### config.mk
export PLATFORM = sky130hd
export DESIGN_NAME = dpwm_duty_gen
export DESIGN_NICKNAME = d
export VERILOG_FILES = /design/src/rtl/dpwm_pkg.sv /design/src/rtl/dpwm_seq_div.sv /design/src/rtl/dpwm_duty_gen.sv
export SDC_FILE = /design/constraint.sdc
export NUM_CORES = 1
export LEC_CHECK = 0
export CAP_MARGIN = 40
export CORE_MARGIN = 10
export CORE_UTILIZATION = 45
export DETAILED_ROUTE_END_ITERATION = 12
export GPL_ROUTABILITY_DRIVEN = 0
export PLACE_DENSITY = 0.7
export SLEW_MARGIN = 20
export SYNTH_ARGS = -nofsm -noshare
export SYNTH_HDL_FRONTEND = slang
export SYNTH_SLANG_ARGS = --single-unit
### constraint.sdc
create_clock -name clk_50 -period 4.38 [get_ports clk_50]
set_input_delay 0.876 -clock clk_50 [delete_from_list [all_inputs] [get_ports clk_50]]
set_output_delay 0.876 -clock clk_50 [all_outputs]
set_load 0.02 [all_outputs]
### src/rtl/dpwm_pkg.sv
// dpwm_pkg: shared definitions for the digital PWM duty generator.
//   - FSM state encoding for the duty-to-compare conversion
//   - datapath width constants
//   - default full-scale duty value
//   - clamp_duty(): saturates a signed duty word into the unsigned compare-path width
package dpwm_pkg;

  localparam int unsigned CNT_W          = 16;
  localparam int unsigned DUTY_W         = 27;
  localparam int unsigned DC_W           = 14;
  localparam int unsigned PROD_W         = 30;
  localparam int unsigned QUOT_W         = PROD_W - DC_W;
  localparam int unsigned D_FULL_DEFAULT = 10000;

  typedef enum logic [2:0] {
    StIdle,
    StCapture,
    StMult,
    StDiv,
    StDone
  } dpwm_state_e;

  // lo/hi are non-negative and below 2**DC_W, so the narrowed result is exact.
  function automatic logic [DC_W-1:0] clamp_duty(input logic signed [DUTY_W-1:0] d,
                                                 input logic signed [DUTY_W-1:0] lo,
                                                 input logic signed [DUTY_W-1:0] hi);
    if (d < lo) begin
      return lo[DC_W-1:0];
    end else if (d > hi) begin
      return hi[DC_W-1:0];
    end else begin
      return d[DC_W-1:0];
    end
  endfunction

endpackage

### src/rtl/dpwm_seq_div.sv
// dpwm_seq_div: sequential restoring divider, PROD_W-bit dividend by DC_W-bit divisor.
// Produces one quotient bit per cycle, MSB first, over QUOT_W (16) cycles.
// The caller guarantees dividend / divisor < 2**QUOT_W, i.e. the top DC_W dividend bits
// are already below the divisor, so they seed the partial remainder directly.
// Ports:
//   clk_i       clock
//   rst_i       synchronous active-high reset, aborts a running division
//   start_i     one-cycle pulse; dividend_i is consumed and the first bit computed this cycle
//   dividend_i  dividend, must be stable while start_i is high
//   divisor_i   divisor, must be stable for the whole division
//   done_o      high in the cycle that computes the final bit; quotient_o valid next cycle
//   quotient_o  truncated quotient
module dpwm_seq_div
  import dpwm_pkg::*;
(
  input  logic              clk_i,
  input  logic              rst_i,
  input  logic              start_i,
  input  logic [PROD_W-1:0] dividend_i,
  input  logic [DC_W-1:0]   divisor_i,
  output logic              done_o,
  output logic [QUOT_W-1:0] quotient_o
);

  localparam logic [3:0] LastIter = 4'(QUOT_W - 1);

  logic [DC_W-1:0]   rem_q, rem_d;
  logic [QUOT_W-1:0] bits_q, bits_d;
  logic [QUOT_W-1:0] quot_q, quot_d;
  logic [3:0]        iter_q, iter_d;
  logic              run_q, run_d;

  logic [DC_W-1:0] step_rem_in;
  logic            step_bit;
  logic [DC_W:0]   trial;
  logic            qbit;
  logic [DC_W-1:0] step_rem_out;

  // One restoring step; on start it works straight off the dividend input.
  always_comb begin
    step_rem_in  = start_i ? dividend_i[PROD_W-1 -: DC_W] : rem_q;
    step_bit     = start_i ? dividend_i[QUOT_W-1] : bits_q[QUOT_W-1];
    trial        = {step_rem_in, step_bit};
    qbit         = (trial >= {1'b0, divisor_i});
    // When qbit is set the difference is below the divisor, so DC_W bits suffice.
    step_rem_out = qbit ? (trial[DC_W-1:0] - divisor_i) : trial[DC_W-1:0];
  end

  always_comb begin
    rem_d  = rem_q;
    bits_d = bits_q;
    quot_d = quot_q;
    iter_d = iter_q;
    run_d  = run_q;
    if (start_i) begin
      rem_d  = step_rem_out;
      bits_d = {dividend_i[QUOT_W-2:0], 1'b0};
      quot_d = {{(QUOT_W-1){1'b0}}, qbit};
      iter_d = 4'd1;
      run_d  = 1'b1;
    end else if (run_q) begin
      rem_d  = step_rem_out;
      bits_d = {bits_q[QUOT_W-2:0], 1'b0};
      quot_d = {quot_q[QUOT_W-2:0], qbit};
      iter_d = iter_q + 4'd1;
      if (iter_q == LastIter) begin
        run_d = 1'b0;
      end
    end
  end

  always_ff @(posedge clk_i) begin
    if (rst_i) begin
      rem_q  <= '0;
      bits_q <= '0;
      quot_q <= '0;
      iter_q <= '0;
      run_q  <= 1'b0;
    end else begin
      rem_q  <= rem_d;
      bits_q <= bits_d;
      quot_q <= quot_d;
      iter_q <= iter_d;
      run_q  <= run_d;
    end
  end

  assign done_o     = run_q && (iter_q == LastIter);
  assign quotient_o = quot_q;

endmodule

### src/rtl/dpwm_duty_gen.sv
// dpwm_duty_gen: digital PWM stage fed by the compensator's signed duty word.
// Each period the duty word is captured, clamped to [D_MIN, D_MAX], scaled to a compare
// value (D * PERIOD / D_FULL, truncated) and loaded into cmp_active at the period boundary.
// Optional build macro DPWM_DEADTIME_EN: complementary pwm_lo output with DEADTIME guard
// cycles; without it pwm_lo is tied low and DEADTIME only takes part in the parameter check.
// Ports:
//   clk_50        50 MHz system clock
//   iRST          synchronous active-high reset
//   d_in          signed duty word, 10000 = 100 %
//   pwm_hi        high-side gate drive (registered)
//   pwm_lo        low-side gate drive (registered, dead-time build only)
//   adc_trig      one-cycle pulse in the cycle after cnt == ADC_TRIG_CNT
//   period_start  one-cycle pulse in the cycle after cnt == 0
//   cmp_active    compare value in force this period
//   clamped       last captured d_in was outside [D_MIN, D_MAX]
//   busy          conversion in progress
module dpwm_duty_gen
  import dpwm_pkg::*;
#(
  parameter int unsigned PERIOD       = 400,
  parameter int unsigned D_FULL       = D_FULL_DEFAULT,
  parameter int unsigned D_MIN        = 0,
  parameter int unsigned D_MAX        = 9000,
  parameter int unsigned ADC_TRIG_CNT = 200,
  parameter int unsigned DEADTIME     = 10
) (
  input  logic                     clk_50,
  input  logic                     iRST,
  input  logic signed [DUTY_W-1:0] d_in,
  output logic                     pwm_hi,
  output logic                     pwm_lo,
  output logic                     adc_trig,
  output logic                     period_start,
  output logic [CNT_W-1:0]         cmp_active,
  output logic                     clamped,
  output logic                     busy
);

  localparam bit CfgOk = (PERIOD >= 32) && (PERIOD <= 65535) && (D_MIN <= D_MAX) &&
                         (D_MAX <= D_FULL) && (D_FULL < (1 << DC_W)) &&
                         (ADC_TRIG_CNT < PERIOD) && (DEADTIME < PERIOD);

  if (!CfgOk) begin : g_cfg_err
    $error("dpwm_duty_gen: inconsistent parameter set");
  end

  localparam logic [CNT_W-1:0]         PeriodLast = CNT_W'(PERIOD - 1);
  localparam logic [CNT_W-1:0]         AdcCnt     = CNT_W'(ADC_TRIG_CNT);
  localparam logic signed [DUTY_W-1:0] DMinS      = DUTY_W'(D_MIN);
  localparam logic signed [DUTY_W-1:0] DMaxS      = DUTY_W'(D_MAX);
  localparam logic [DC_W-1:0]          DivisorC   = DC_W'(D_FULL);
  localparam logic [PROD_W-1:0]        PeriodP    = PROD_W'(PERIOD);
`ifdef DPWM_DEADTIME_EN
  localparam logic [CNT_W-1:0]         DeadC      = CNT_W'(DEADTIME);
`endif

  // Period counter and registered timing outputs
  logic [CNT_W-1:0] cnt_q;
  logic [CNT_W-1:0] cmp_q;
  logic             ps_q, adc_q, hi_q, lo_q;
  logic             hi_d, lo_d;

  // Conversion FSM and datapath
  dpwm_state_e       state_q;
  logic [DC_W-1:0]   dc_q;
  logic [PROD_W-1:0] prod_q;
  logic [CNT_W-1:0]  shadow_q;
  logic              clamped_q, busy_q, div_start_q;
  logic              div_done;
  logic [QUOT_W-1:0] div_quot;

  always_comb begin
`ifdef DPWM_DEADTIME_EN
    // cnt never exceeds PERIOD-1, so pwm_lo needs only the lower bound.
    hi_d = (cnt_q >= DeadC) && (cnt_q < cmp_q);
    lo_d = ({1'b0, cnt_q} >= ({1'b0, cmp_q} + {1'b0, DeadC}));
`else
    hi_d = (cnt_q < cmp_q);
    lo_d = 1'b0;
`endif
  end

  always_ff @(posedge clk_50) begin
    if (iRST) begin
      cnt_q <= '0;
      cmp_q <= '0;
      ps_q  <= 1'b0;
      adc_q <= 1'b0;
      hi_q  <= 1'b0;
      lo_q  <= 1'b0;
    end else begin
      cnt_q <= (cnt_q == PeriodLast) ? '0 : cnt_q + CNT_W'(1);
      ps_q  <= (cnt_q == '0);
      adc_q <= (cnt_q == AdcCnt);
      // Loading on the last count keeps the compare value constant across a whole period.
      if (cnt_q == PeriodLast) begin
        cmp_q <= shadow_q;
      end
      hi_q <= hi_d;
      lo_q <= lo_d;
    end
  end

  // CAPTURE (1) + MULT (1) + DIV (16) + DONE (1) = 19 cycles, well inside a period.
  always_ff @(posedge clk_50) begin
    if (iRST) begin
      state_q     <= StIdle;
      dc_q        <= '0;
      prod_q      <= '0;
      shadow_q    <= '0;
      clamped_q   <= 1'b0;
      busy_q      <= 1'b0;
      div_start_q <= 1'b0;
    end else begin
      div_start_q <= 1'b0;
      unique case (state_q)
        StIdle: begin
          if (cnt_q == '0) begin
            state_q <= StCapture;
            busy_q  <= 1'b1;
          end
        end
        StCapture: begin
          dc_q      <= clamp_duty(d_in, DMinS, DMaxS);
          clamped_q <= (d_in < DMinS) || (d_in > DMaxS);
          state_q   <= StMult;
        end
        StMult: begin
          prod_q      <= PROD_W'(dc_q) * PeriodP;
          div_start_q <= 1'b1;
          state_q     <= StDiv;
        end
        StDiv: begin
          if (div_done) begin
            state_q <= StDone;
          end
        end
        StDone: begin
          shadow_q <= div_quot;
          busy_q   <= 1'b0;
          state_q  <= StIdle;
        end
        default: state_q <= StIdle;
      endcase
    end
  end

  dpwm_seq_div u_div (
    .clk_i      (clk_50),
    .rst_i      (iRST),
    .start_i    (div_start_q),
    .dividend_i (prod_q),
    .divisor_i  (DivisorC),
    .done_o     (div_done),
    .quotient_o (div_quot)
  );

  assign pwm_hi       = hi_q;
  assign pwm_lo       = lo_q;
  assign adc_trig     = adc_q;
  assign period_start = ps_q;
  assign cmp_active   = cmp_q;
  assign clamped      = clamped_q;
  assign busy         = busy_q;

endmodule

# Word-level counts from Yosys, hierarchy flattened
# Index checks and enable logic that the tools add are counted.
[classes] add_sub_neg=3 n_mul=1 order_cmp=4 n_eq_ne=9 mux=22 reduce_logical=10
[op_table] cell="$mux 14" n=6
[op_table] cell="$mux 16" n=2
[op_table] cell="$gt 27x15->1 const B" n=1
[op_table] cell="$lt 27x1->1 const B" n=1
[op_table] cell="$mul 14x5->19 const B" n=1
[op_table] cell="$add 16x1->16 const B" n=1
[op_table] cell="$eq 16x8->1 const B" n=1
[op_table] cell="$eq 16x9->1 const B" n=1
[op_table] cell="$logic_not 16->1" n=1
[op_table] cell="$lt 16x16->1" n=1
[op_table] cell="$ge 15x14->1 const B" n=1
[op_table] cell="$sub 14x14->14 const B" n=1
[op_table] cell="$pmux 3 s4" n=1
[op_table] cell="$mux 1" n=10
[op_table] cell="$eq 3x2->1 const B" n=2
[op_table] cell="$mux 3" n=2
[op_table] cell="$add 4x1->4 const B" n=1
[op_table] cell="$eq 4x4->1 const B" n=1
[op_table] cell="$ne 2x2->1 const B" n=2
[op_table] cell="$reduce_and 2->1" n=2
[op_table] cell="$reduce_bool 2->1" n=2
[op_table] cell="$reduce_or 2->1" n=2
[op_table] cell="$eq 3x1->1 const B" n=1
[op_table] cell="$eq 3x3->1 const B" n=1
[op_table] cell="other kinds (4)" n=4
[totals] reg_bits=140 in_bits=29 word_cells=68

# Longest topological paths before layout
# Gate-level depths: netlist of the first run.
[depth] ltp_word=5 ltp_mapped=12 depth_no_buf=12

# By module
# Synthesis of the first run repeated with hierarchy kept, for this count alone.
[unflattened] hier_cells=937 hier_area_um2=8069.0
[modules_own_cells] mod="dpwm_duty_gen" instances=1 cells_each=574 area_each_um2=5022.3
[modules_own_cells] mod="dpwm_seq_div" instances=1 cells_each=363 area_each_um2=3046.7

# Worst setup path after synthesis of the first run
# OpenSTA, ideal clock, no wires.
[synth_timing] path_type="reg-to-reg" start="register div_start_q" end="register u_div.rem_q[10]" setup_ps=121 t_arrival_ps=3217 required_time_ps=4259 path_slack_ps=1041 path_stages_with_launch=11 synth_period_minus_slack_ps=3339 cell_sequence="dfxtp_1 -> clkbuf_1 -> buf_1 -> mux2i_1 -> ha_1 -> or3b_2 -> or4_4 -> o221ai_4 -> o21a_4 -> nand3_2 -> mux2_4"
[synth_via] elab_chain_len=5
[synth_lines] item="start, declared" line="dpwm_duty_gen.sv:68" text="logic clamped_q, busy_q, div_start_q;"
[synth_lines] item="start signal, assigned" line="dpwm_duty_gen.sv:113" text="div_start_q <= 1'b0;"
[synth_lines] item="start signal, assigned" line="dpwm_duty_gen.sv:115" text="div_start_q <= 1'b0;"
[synth_lines] item="start signal, assigned" line="dpwm_duty_gen.sv:130" text="div_start_q <= 1'b1;"
[synth_lines] item="$mux 1 or $mux 14 (tied branches)" line="dpwm_seq_div.sv:42, dpwm_seq_div.sv:41"
[synth_lines] item="$sub 14x14->14 or $ge 15x14->1 (tied branches)" line="dpwm_seq_div.sv:46, dpwm_seq_div.sv:44"
[synth_lines] item="$mux 14" line="dpwm_seq_div.sv:46" text="step_rem_out = qbit ? (trial[DC_W-1:0] - divisor_i) : trial[DC_W-1:0];"
[synth_lines] item="$mux 14" line="dpwm_seq_div.sv:61" text="end else if (run_q) begin"
[synth_lines] item="$mux 14" line="dpwm_seq_div.sv:55" text="if (start_i) begin"
[synth_lines] item="end signal, assigned" line="dpwm_seq_div.sv:80" text="rem_q <= rem_d;"
[synth_lines] item="end, declared" line="dpwm_seq_div.sv:27" text="logic [DC_W-1:0] rem_q, rem_d;"
# Parallel ways exist; a longest one is shown, timed or not. The select of a mux whose other input is x is not followed.
# A chain may end at the register's enable or synchronous reset.

# Worst setup path in the final report of the first run
[layout_timing] start="register dc_q[3]" end="register prod_q[22]"
[layout_via] elab_chain_len=1
[layout_lines] item="start, declared" line="dpwm_duty_gen.sv:65" text="logic [DC_W-1:0] dc_q;"
[layout_lines] item="start signal, assigned" line="dpwm_duty_gen.sv:124" text="dc_q <= clamp_duty(d_in, DMinS, DMaxS);"
[layout_lines] item="$mul 14x5->19" line="dpwm_duty_gen.sv:129" text="prod_q <= PROD_W'(dc_q) * PeriodP;"
[layout_lines] item="end signal, assigned" line="dpwm_duty_gen.sv:129"
[layout_lines] item="end, declared" line="dpwm_duty_gen.sv:66" text="logic [PROD_W-1:0] prod_q;"
# Every way passes these cells.

==> impl_metrics.py, run 1 <==
metrics = {
    "clock_network": {
        "cts.clk_slew.worst_paths_ns": 0.06,
        "h-tree-depth": 4,
        "postCtsHoldBufs": 0,
        "clk_latency_ns": 0.41,
        "cts_resized": 0,
        "cts_buffer_depth": 2,
        "cts-root-buf": "clkbuf_16",
        "cts_buffers": 17,
        "cts_setup_buffers": 0,
        "cts_tree": "yes",
        "clock-sinks": 136,
    },
    "sta": {
        "rsz0062_at_grt": "false",
        "min_period_ns": 3.492,
        "hold_viol_final": 0,
        "drv_slew": 0,
        "max_freq_mhz": 286.4,
        "setup_viol": 0,
        "fin_crit_sh_pct": 79.73,
        "totalNegativeSetupSlack_ns": 0,
        "slew_headroom_pct": 46.34,
        "skew_ns": 0.005919,
        "tightest_slew_ns": 0.8020,
    },
    "setup_path": {
        "startpoint_type": "flip-flop",
        "crit_buf_inv": 2,
        "criticalPathCategory": "flip-flop to flip-flop",
        "critPathRequiredTime_ns": 4.70,
        "rr_endpoint": "prod_q[22]",
        "cp_common_cell": "ha_1",
        "rr_startpoint": "dc_q[3]",
        "path_cells": "ha_1 -> ha_1 -> inv_1 -> fa_1 -> inv_1 -> ha_1 -> o21ai_0 -> a21oi_1 -> o2111ai_1 -> a211oi_1 -> or4_1 -> a311oi_1",
        "cp_top_family": "adder cells",
        "r2r_slack_ns": 0.89,
        "ff2ff_path_depth": 12,
        "max_stage_delay_ns": 0.49,
        "cp-end-kind": "flip-flop",
        "crit_fanout": 5,
        "cp.arrival_ns": 3.81,
        "slowest_stage": "fa_1",
    },
    "final_layout": {
        "nFillCells": 1474,
        "diodes": 0,
        "area_growth_pct": 17.92,
        "finalNetCount": 976,
        "final_layout_size_suffix_gt1_share_pct": 6.682,
    },
    "place": {
        "io_buffers": 49,
        "hpwlAfterDp_um": 10750,
    },
    "logic_synthesis": {
        "postSynth.asyncResetShare_pct": 0,
        "synth_top_area_cell": "dfxtp_1",
        "synth_top_area_share_pct": 37.78,
        "synth.cell_area_sq_um": 7207,
        "synth_most_common_cell": "dfxtp_1",
        "synthTopCellsByCount": "dfxtp_1, nor2_1, nand2_1, ha_1, a21oi_1",
        "postSynthAreaPerCell_sq_um": 8.662,
        "yosys_register_bits": 136,
        "synth-edff-count": 0,
        "yosysWarnings": 0,
        "synth-main-ff-cell": "dfxtp_1",
        "netlist_instances": 832,
        "ys_types": 62,
        "syn-num-nets": 937,
        "ys_seq_area_share_pct": 37.78,
        "synth_area_leaders": "dfxtp_1, ha_1, mux2i_1, nor2_1, a21oi_1",
    },
    "job": {
        "maxCapViolations": 0,
    },
    "detailed_routing": {
        "wl_per_cell_um": 13.24,
        "routed_wl_um": 14550,
        "drc": 0,
        "antenna_left": 0,
        "vias": 5629,
        "viasPerCell": 5.122,
        "drt_iter0_markers": 273,
        "firstDrtPassIters": 4,
    },
    "power_and_ir_drop": {
        "p_total_mw": 3.069,
        "p_per_area_nw_per_um2": 361.2,
        "p_leak_nw": 3.431,
        "ir_drop_mv": 0.2878,
    },
    "global_routing": {
        "grt_max_degree": 38,
        "grt_pass1_wl_um": 25340,
        "grt-ovfl-total": 0,
        "grt.total_usage_pct": 13.82,
        "grt_pass1_vias": 5510,
        "antenna_found_initial": 0,
    },
    "floorplan": {
        "ios": 51,
        "dieHeight_um": 146.6,
        "dieArea_sq_um": 21480,
        "die_w_um": 146.6,
        "core_area_sq_um": 15770,
        "initial_core_util_pct": 45.70,
        "rows": 46,
    },
    "hold_path": {
        "min_path_cells": 2,
        "hp-class": "flip-flop to flip-flop",
        "hold_start": "prod_q[11]",
        "hold_end": "prod_q[11]",
    },
    "status": {
        "outcome": "complete, no violations",
    },
}
worst max-delay path by stage:
stage	startpoint	end	slack, ns	depth (start not counted)
floorplan	div_start_q	u_div.rem_q[10]	1.04	10
global placement	dc_q[3]	prod_q[22]	0.99	12
detailed placement	dc_q[3]	prod_q[22]	0.92	12
CTS	dc_q[3]	prod_q[22]	0.89	12
global route	dc_q[3]	prod_q[22]	0.53	12
finish	dc_q[3]	prod_q[22]	0.89	12
area by class of cell:
class                   count  area (sq um)  area share [%]
multi-input cells         601          4128           48.57
flip-flops and latches    136          2724           32.05
repair buffers             56         535.5           6.302
clock buffers              19         442.9           5.212
well taps                 216         270.3           3.180
inverters                  59         221.5           2.606
clock inverters            12         176.4           2.076
layer usage:
layer	vias to the layer above	global-route usage [%]	routed length, um
met3	13	4.048	567
met1	2591	16.71	6942
met5	-	0	0
met4	0	3.654	137
met2	76	23.41	6901
li1	2949	-	-
per-stage QoR:
step	instances	hold WS (ns)	cell area [sq um]	util, %	setup slack (ns)
finish	1099	0.4526	8498	53.89	0.8879
floorplan	832	0.4312	7207	-	1.041
global placement	1067	0.4409	7874	49.93	0.9932
detailed placement	1067	0.4473	7874	49.93	0.9244
CTS	1098	0.4555	8493	53.86	0.8874
global route	1099	0.4744	8498	53.89	0.5288
where the power goes:
group          internal [mW]  total [mW]  switching [mW]
logic                  0.119       0.282           0.162
clock network          0.962        1.49           0.523
registers               1.27        1.30          0.0361
total                   2.35        3.07           0.722
kinds of logic (layout without fill, tap and decap cells):
family | after synthesis | in the layout | synth area share, %
other | 1 | 1 | 0.05203
adders and majority gates | 76 | 76 | 14.13
buffers and inverters | 95 | 146 | 5.017
AOI/OAI and AO/OA | 145 | 145 | 12.93
xor gates and xnor gates | 26 | 26 | 3.160
DFF | 136 | 136 | 37.78
muxes | 54 | 54 | 7.569
and+or+nand+nor | 299 | 299 | 19.36
flip-flops by register name (all words and copies together) (netlist names), 4 cells and up:
name              count
cmp_active           16
cnt_q                16
dc_q                 14
prod_q               19
shadow_q             16
u_div.bits_q         11
u_div.iter_q          4
u_div.quotient_o     16
u_div.rem_q          14
cell usage in the layout, fill, tap and decap left out, types with 9 or more instances in the layout:
cell type | Yosys | routed
ha_1 | 67 | 67
clkbuf_16 | 0 | 17
nand2_1 | 83 | 83
o21ai_0 | 24 | 24
a21o_1 | 11 | 11
nor3_1 | 20 | 20
xnor2_1 | 14 | 14
nand3_1 | 13 | 13
and3_1 | 9 | 9
xor2_1 | 12 | 12
inv_1 | 59 | 59
dfxtp_1 | 136 | 135
a21oi_1 | 65 | 65
nor2_1 | 115 | 115
clkdlybuf4s50_1 | 0 | 48
fa_1 | 9 | 9
mux2i_1 | 53 | 53
a22o_1 | 10 | 10
worst register-to-register path: stages, from the launching register on:
cell and delay [ns]:
dfxtp_1 0.35, ha_1 0.31, ha_1 0.28, inv_1 0.05, fa_1 0.49, inv_1 0.04, ha_1 0.35, o21ai_0 0.17
a21oi_1 0.10, o2111ai_1 0.37, a211oi_1 0.16, or4_1 0.47, a311oi_1 0.27
(Power assumes the default switching activity.)
==> inputs of run 2 (changes only) <==
==> constraint.sdc (replaced) <==
create_clock -name clk_50 -period 3.5 [get_ports clk_50]
set_input_delay 0.7 -clock clk_50 [delete_from_list [all_inputs] [get_ports clk_50]]
set_output_delay 0.7 -clock clk_50 [all_outputs]
set_load 0.02 [all_outputs]
==> run 2 against run 1 <==
Against the previous run: critical path depth decreased by 2; power increased by 22%; routed wire length is 0.56% higher; flip-flop and latch count unchanged; design area is essentially flat; clock skew barely moved; largest power group unchanged.
==> impl_metrics.py, run 2 (same netlist as run 1, synthesis figures left out) <==
metrics = {
    "setup_path": {
        "critPathRequiredTime_ns": 3.83,
        "slowest_stage": "fa_1",
        "crit_buf_inv": 0,
        "criticalPathCategory": "flip-flop to flip-flop",
        "r2r_slack_ns": 0.20,
        "cp-end-kind": "flip-flop",
        "cp_top_family": "adder cells",
        "startpoint_type": "flip-flop",
        "path_cells": "ha_1 -> ha_1 -> fa_1 -> ha_1 -> nand2b_1 -> a21oi_1 -> o2111ai_1 -> a211oi_1 -> or4_1 -> a311oi_1",
        "max_stage_delay_ns": 0.48,
        "cp_common_cell": "ha_1",
        "cp.arrival_ns": 3.62,
        "crit_fanout": 4,
    },
    "sta": {
        "setup_viol": 0,
        "min_period_ns": 3.297,
        "fin_crit_sh_pct": 94.19,
        "setup_ws_ns": 0.2034,
        "tightest_slew_ns": 0.8098,
        "rsz0062_at_grt": "false",
        "max_freq_mhz": 303.3,
        "fin_hold_ws_ns": 0.4456,
        "totalNegativeSetupSlack_ns": 0,
        "hold_viol_final": 0,
        "slew_headroom_pct": 45.81,
        "drv_slew": 0,
        "skew_ns": 0.005627,
    },
    "final_layout": {
        "layoutNonFillerInstCount": 1102,
        "layout_commonest_cell": "dfxtp_1",
        "largest_reg_flops": 19,
        "nFillCells": 1449,
        "final_layout_size_suffix_gt1_share_pct": 7.449,
        "layout_common_cells": "dfxtp_1, nor2_1, nand2_1",
        "multi_input_area_sq_um": 4140,
        "ff_latch_area_sq_um": 2728,
        "diodes": 0,
        "final_util_pct": 53.91,
        "area_growth_pct": 17.97,
        "largest-register": "prod_q",
        "finalNetCount": 978,
    },
    "global_routing": {
        "grt_pass1_wl_um": 25400,
        "grt_max_degree": 91,
        "grt_pass1_vias": 5523,
        "antenna_found_initial": 0,
        "grt-ovfl-total": 0,
        "grt.total_usage_pct": 13.80,
    },
    "place": {
        "hpwlAfterDp_um": 10650,
        "dpl.cell_count": 1069,
        "io_buffers": 49,
        "dpl_worst_slack_ns": 0.1357,
    },
    "power_and_ir_drop": {
        "ir_drop_mv": 0.3484,
        "p_per_area_nw_per_um2": 439.7,
        "p_leak_nw": 3.434,
    },
    "floorplan": {
        "rows": 46,
        "ios": 51,
        "dieHeight_um": 146.6,
        "initial_core_util_pct": 45.70,
        "die_w_um": 146.6,
        "dieArea_sq_um": 21480,
        "core_area_sq_um": 15770,
    },
    "detailed_routing": {
        "drc": 0,
        "wl_per_cell_um": 13.28,
        "drt_iter0_markers": 226,
        "routed_wl_um": 14630,
        "wl_met1_um": 7026,
        "vias": 5632,
        "viasPerCell": 5.111,
        "firstDrtPassIters": 4,
        "wl_met3_um": 549,
        "antenna_left": 0,
        "top_layer": "met4",
        "met2_wirelength_um": 6933,
    },
    "clock_network": {
        "cts-root-buf": "clkbuf_16",
        "cts_buffer_depth": 2,
        "cts_tree": "yes",
        "h-tree-depth": 4,
        "postCtsHoldBufs": 0,
        "cts.clk_slew.worst_paths_ns": 0.06,
        "cts_buffers": 17,
        "clk_latency_ns": 0.41,
        "clock-sinks": 136,
    },
    "job": {
        "maxCapViolations": 0,
    },
    "status": {
        "outcome": "complete, no violations",
    },
    "hold_path": {
        "hp-class": "flip-flop to flip-flop",
    },
}
run 2: cell count changes in the layout (fill, tap and decap cells not counted), sizes merged:
| cell | change |
|---|---|
| clkinv | +3 |
| inv | +3 |
| buf | +2 |
| bufinv | -2 |
| clkinvlp | -2 |
| clkbuf | -1 |
run 2: layout make-up:
class / instances / area share, %
multi-input combinational: 601 / 48.70
sequential: 136 / 32.08
timing repair buffer: 58 / 6.623
clock buffer: 18 / 5.048
tap: 216 / 3.179
inverter: 59 / 2.605
clock inverter: 14 / 1.766
run 2: worst reg2reg max path: cells and delay by family, from the launching register on:
| family | cells | cell delay [ns] |
|---|---|---|
| AOI/OAI and AO/OA | 4 | 0.78 |
| DFF | 1 | 0.35 |
| and+or+nand+nor | 2 | 0.60 |
| adders and majority gates | 4 | 1.46 |
run 2: layer usage:
metal	vias to the layer above	global-route usage, %
li1	2943	-
met3	11	4.419
met2	68	22.86
met5	-	0
met4	0	3.854
met1	2610	16.80
run 2: what timing repair did:
item                       CTS  global route
resized for setup            0             5
setup buffers                0             0
setup endpoints to repair    0             1
run 2: path summary, 6_finish.rpt:
| kind | depth (start not counted) | from | endpoint |
|---|---|---|---|
| worst min-delay path | 2 | u_div.quotient_o[15] | shadow_q[15] |
| worst max register to register | 10 | dc_q[2] | prod_q[22] |
| worst min register to register | 2 | u_div.quotient_o[15] | shadow_q[15] |
| worst max-delay path | 10 | dc_q[2] | prod_q[22] |
run 2: power by group:
| group | internal [mW] | switching [mW] | leakage (nW) |
|---|---|---|---|
| Combinational | 0.152 | 0.205 | 2.06 |
| Sequential | 1.58 | 0.0470 | 1.10 |
| Clock | 1.05 | 0.697 | 0.277 |
run 2: per-stage QoR:
step / total power [mW] / cell area, sq um
3_3_place_gp: 2.012 / 7901
4_1_cts: 3.764 / 8481
3_5_place_dp: 2.016 / 7901
6_report: 3.738 / 8502
5_1_grt: 3.892 / 8502
2_1_floorplan: 1.903 / 7207
==> inputs of run 3 (changes only) <==
--- a/config.mk
+++ b/config.mk
@@ -5,7 +5,7 @@
 export SDC_FILE = /design/constraint.sdc
 export NUM_CORES = 1
 export LEC_CHECK = 0
-export CAP_MARGIN = 40
+export CAP_MARGIN = 20
 export CORE_MARGIN = 10
 export CORE_UTILIZATION = 45
 export DETAILED_ROUTE_END_ITERATION = 12
==> run 3 against run 2 <==
Against the previous run: sequential power barely moved; fmax down 0.33%; setup slack worse by 0.011 ns; flip-flop and latch count stayed put; routed wire length is 0.12% lower; global-route usage stayed put; power is essentially flat; non-clock buffer count is 1 lower; via count stayed put; sequential share of layout area is essentially flat; combinational power barely moved; design area hardly changed.
==> impl_metrics.py, run 3 (same netlist as run 1, synthesis figures left out) <==
metrics = {
    "status": {
        "outcome": "complete, no violations",
    },
    "clock_network": {
        "clk_latency_ns": 0.41,
        "clock-sinks": 136,
        "h-tree-depth": 4,
        "cts-root-buf": "clkbuf_16",
        "postCtsHoldBufs": 0,
        "cts_tree": "yes",
        "cts_setup_buffers": 0,
        "cts_buffer_depth": 2,
        "cts.clk_slew.worst_paths_ns": 0.06,
        "cts_buffers": 17,
    },
    "final_layout": {
        "layout_commonest_cell": "dfxtp_1",
        "finalNetCount": 977,
        "diodes": 0,
        "final_layout_size_suffix_gt1_share_pct": 7.345,
        "nFillCells": 1452,
        "largest_reg_flops": 19,
        "layout_common_cells": "dfxtp_1, nor2_1, nand2_1",
        "area_growth_pct": 17.90,
        "final_cell_area_sq_um": 8497,
        "largest-register": "prod_q",
    },
    "place": {
        "io_buffers": 49,
        "placed_area_sq_um": 7901,
        "hpwlAfterDp_um": 10650,
    },
    "sta": {
        "max_freq_mhz": 302.4,
        "hold_viol_final": 0,
        "min_period_ns": 3.307,
        "rsz0062_at_grt": "false",
        "tightest_slew_ns": 0.9553,
        "fin_crit_sh_pct": 94.50,
        "drv_slew": 0,
        "slew_headroom_pct": 35.73,
        "setup_viol": 0,
        "totalNegativeSetupSlack_ns": 0,
        "skew_ns": 0.007202,
    },
    "setup_path": {
        "cp-end-kind": "flip-flop",
        "startpoint_type": "flip-flop",
        "crit_fanout": 4,
        "cp.arrival_ns": 3.63,
        "criticalPathCategory": "flip-flop to flip-flop",
        "critPathRequiredTime_ns": 3.83,
    },
    "floorplan": {
        "initial_core_util_pct": 45.70,
        "die_w_um": 146.6,
        "ios": 51,
        "core_area_sq_um": 15770,
        "dieHeight_um": 146.6,
        "dieArea_sq_um": 21480,
        "rows": 46,
    },
    "global_routing": {
        "grt-ovfl-total": 0,
        "grt_pass1_vias": 5523,
        "grt.total_usage_pct": 13.80,
        "antenna_found_initial": 0,
        "grt_pass1_wl_um": 25400,
        "grt_max_degree": 91,
    },
    "hold_path": {
        "hp-class": "flip-flop to flip-flop",
    },
    "power_and_ir_drop": {
        "ir_drop_mv": 0.3475,
        "p_leak_nw": 3.429,
        "p_per_area_nw_per_um2": 439.6,
    },
    "job": {
        "maxCapViolations": 0,
    },
    "detailed_routing": {
        "drt_iter0_markers": 219,
        "routed_wl_um": 14610,
        "wl_per_cell_um": 13.27,
        "viasPerCell": 5.115,
        "firstDrtPassIters": 4,
        "drc": 0,
        "antenna_left": 0,
        "vias": 5632,
    },
}
-- run 3: critical path: stages (launching register included) --
cell,delay [ns]
dfxtp_1,0.35
ha_1,0.31
ha_1,0.32
fa_1,0.48
ha_1,0.35
nand2b_1,0.13
a21oi_1,0.12
o2111ai_1,0.28
a211oi_1,0.15
or4_1,0.47
a311oi_1,0.25
-- run 3: through the flow --
step           util [%]  setup slack [ns]  power [mW]  std cells  hold WS (ns)
2_1_floorplan         -            0.1614       1.903        832        0.4312
3_3_place_gp      50.10            0.2374       2.012       1069        0.4432
3_5_place_dp      50.10            0.1357       2.016       1069        0.4461
4_1_cts           53.78            0.1392       3.764       1101        0.4527
5_1_grt           53.88          0.008772       3.891       1101        0.4690
6_report          53.88            0.1926       3.736       1101        0.4452
-- run 3: power breakdown --
group	internal, mW	leakage [nW]	switching [mW]	total [mW]
logic	0.151	2.05	0.204	0.355
clock network	1.05	0.277	0.696	1.75
registers	1.58	1.10	0.0465	1.63
total	2.79	3.43	0.947	3.74
-- run 3: metal layers --
metal / up-vias / share of wire [%] / track usage (%)
met2: 77 / 47 / 22.86
met1: 2589 / 48 / 16.80
met3: 14 / 4.0 / 4.419
met4: 0 / 0.88 / 3.854
met5: - / 0 / 0
li1: 2952 / - / -
-- run 3: what timing repair did --
item,CTS,global route
gates resized for setup,0,5
endpoints found under the hold margin,0,0
setup endpoints to repair,0,1
-- run 3: layout make-up --
| cell class | instances | area [sq um] | share of cell area (%) |
|---|---|---|---|
| Multi-Input combinational cell | 601 | 4140 | 48.73 |
| Sequential cell | 136 | 2728 | 32.10 |
| Timing Repair Buffer | 57 | 558.0 | 6.568 |
| Clock buffer | 18 | 429.2 | 5.051 |
| Tap cell | 216 | 270.3 | 3.181 |
| Inverter | 59 | 221.5 | 2.606 |
| Clock inverter | 14 | 150.1 | 1.767 |
-- run 3: final timing paths --
kind                        startpoint      endpoint  slack [ns]  cells past startpoint
setup / recovery               dc_q[2]    prod_q[22]        0.19                     10
hold / removal    u_div.quotient_o[15]  shadow_q[15]        0.45                      2
setup reg to reg               dc_q[2]    prod_q[22]        0.19                     10
hold reg to reg   u_div.quotient_o[15]  shadow_q[15]        0.45                      2
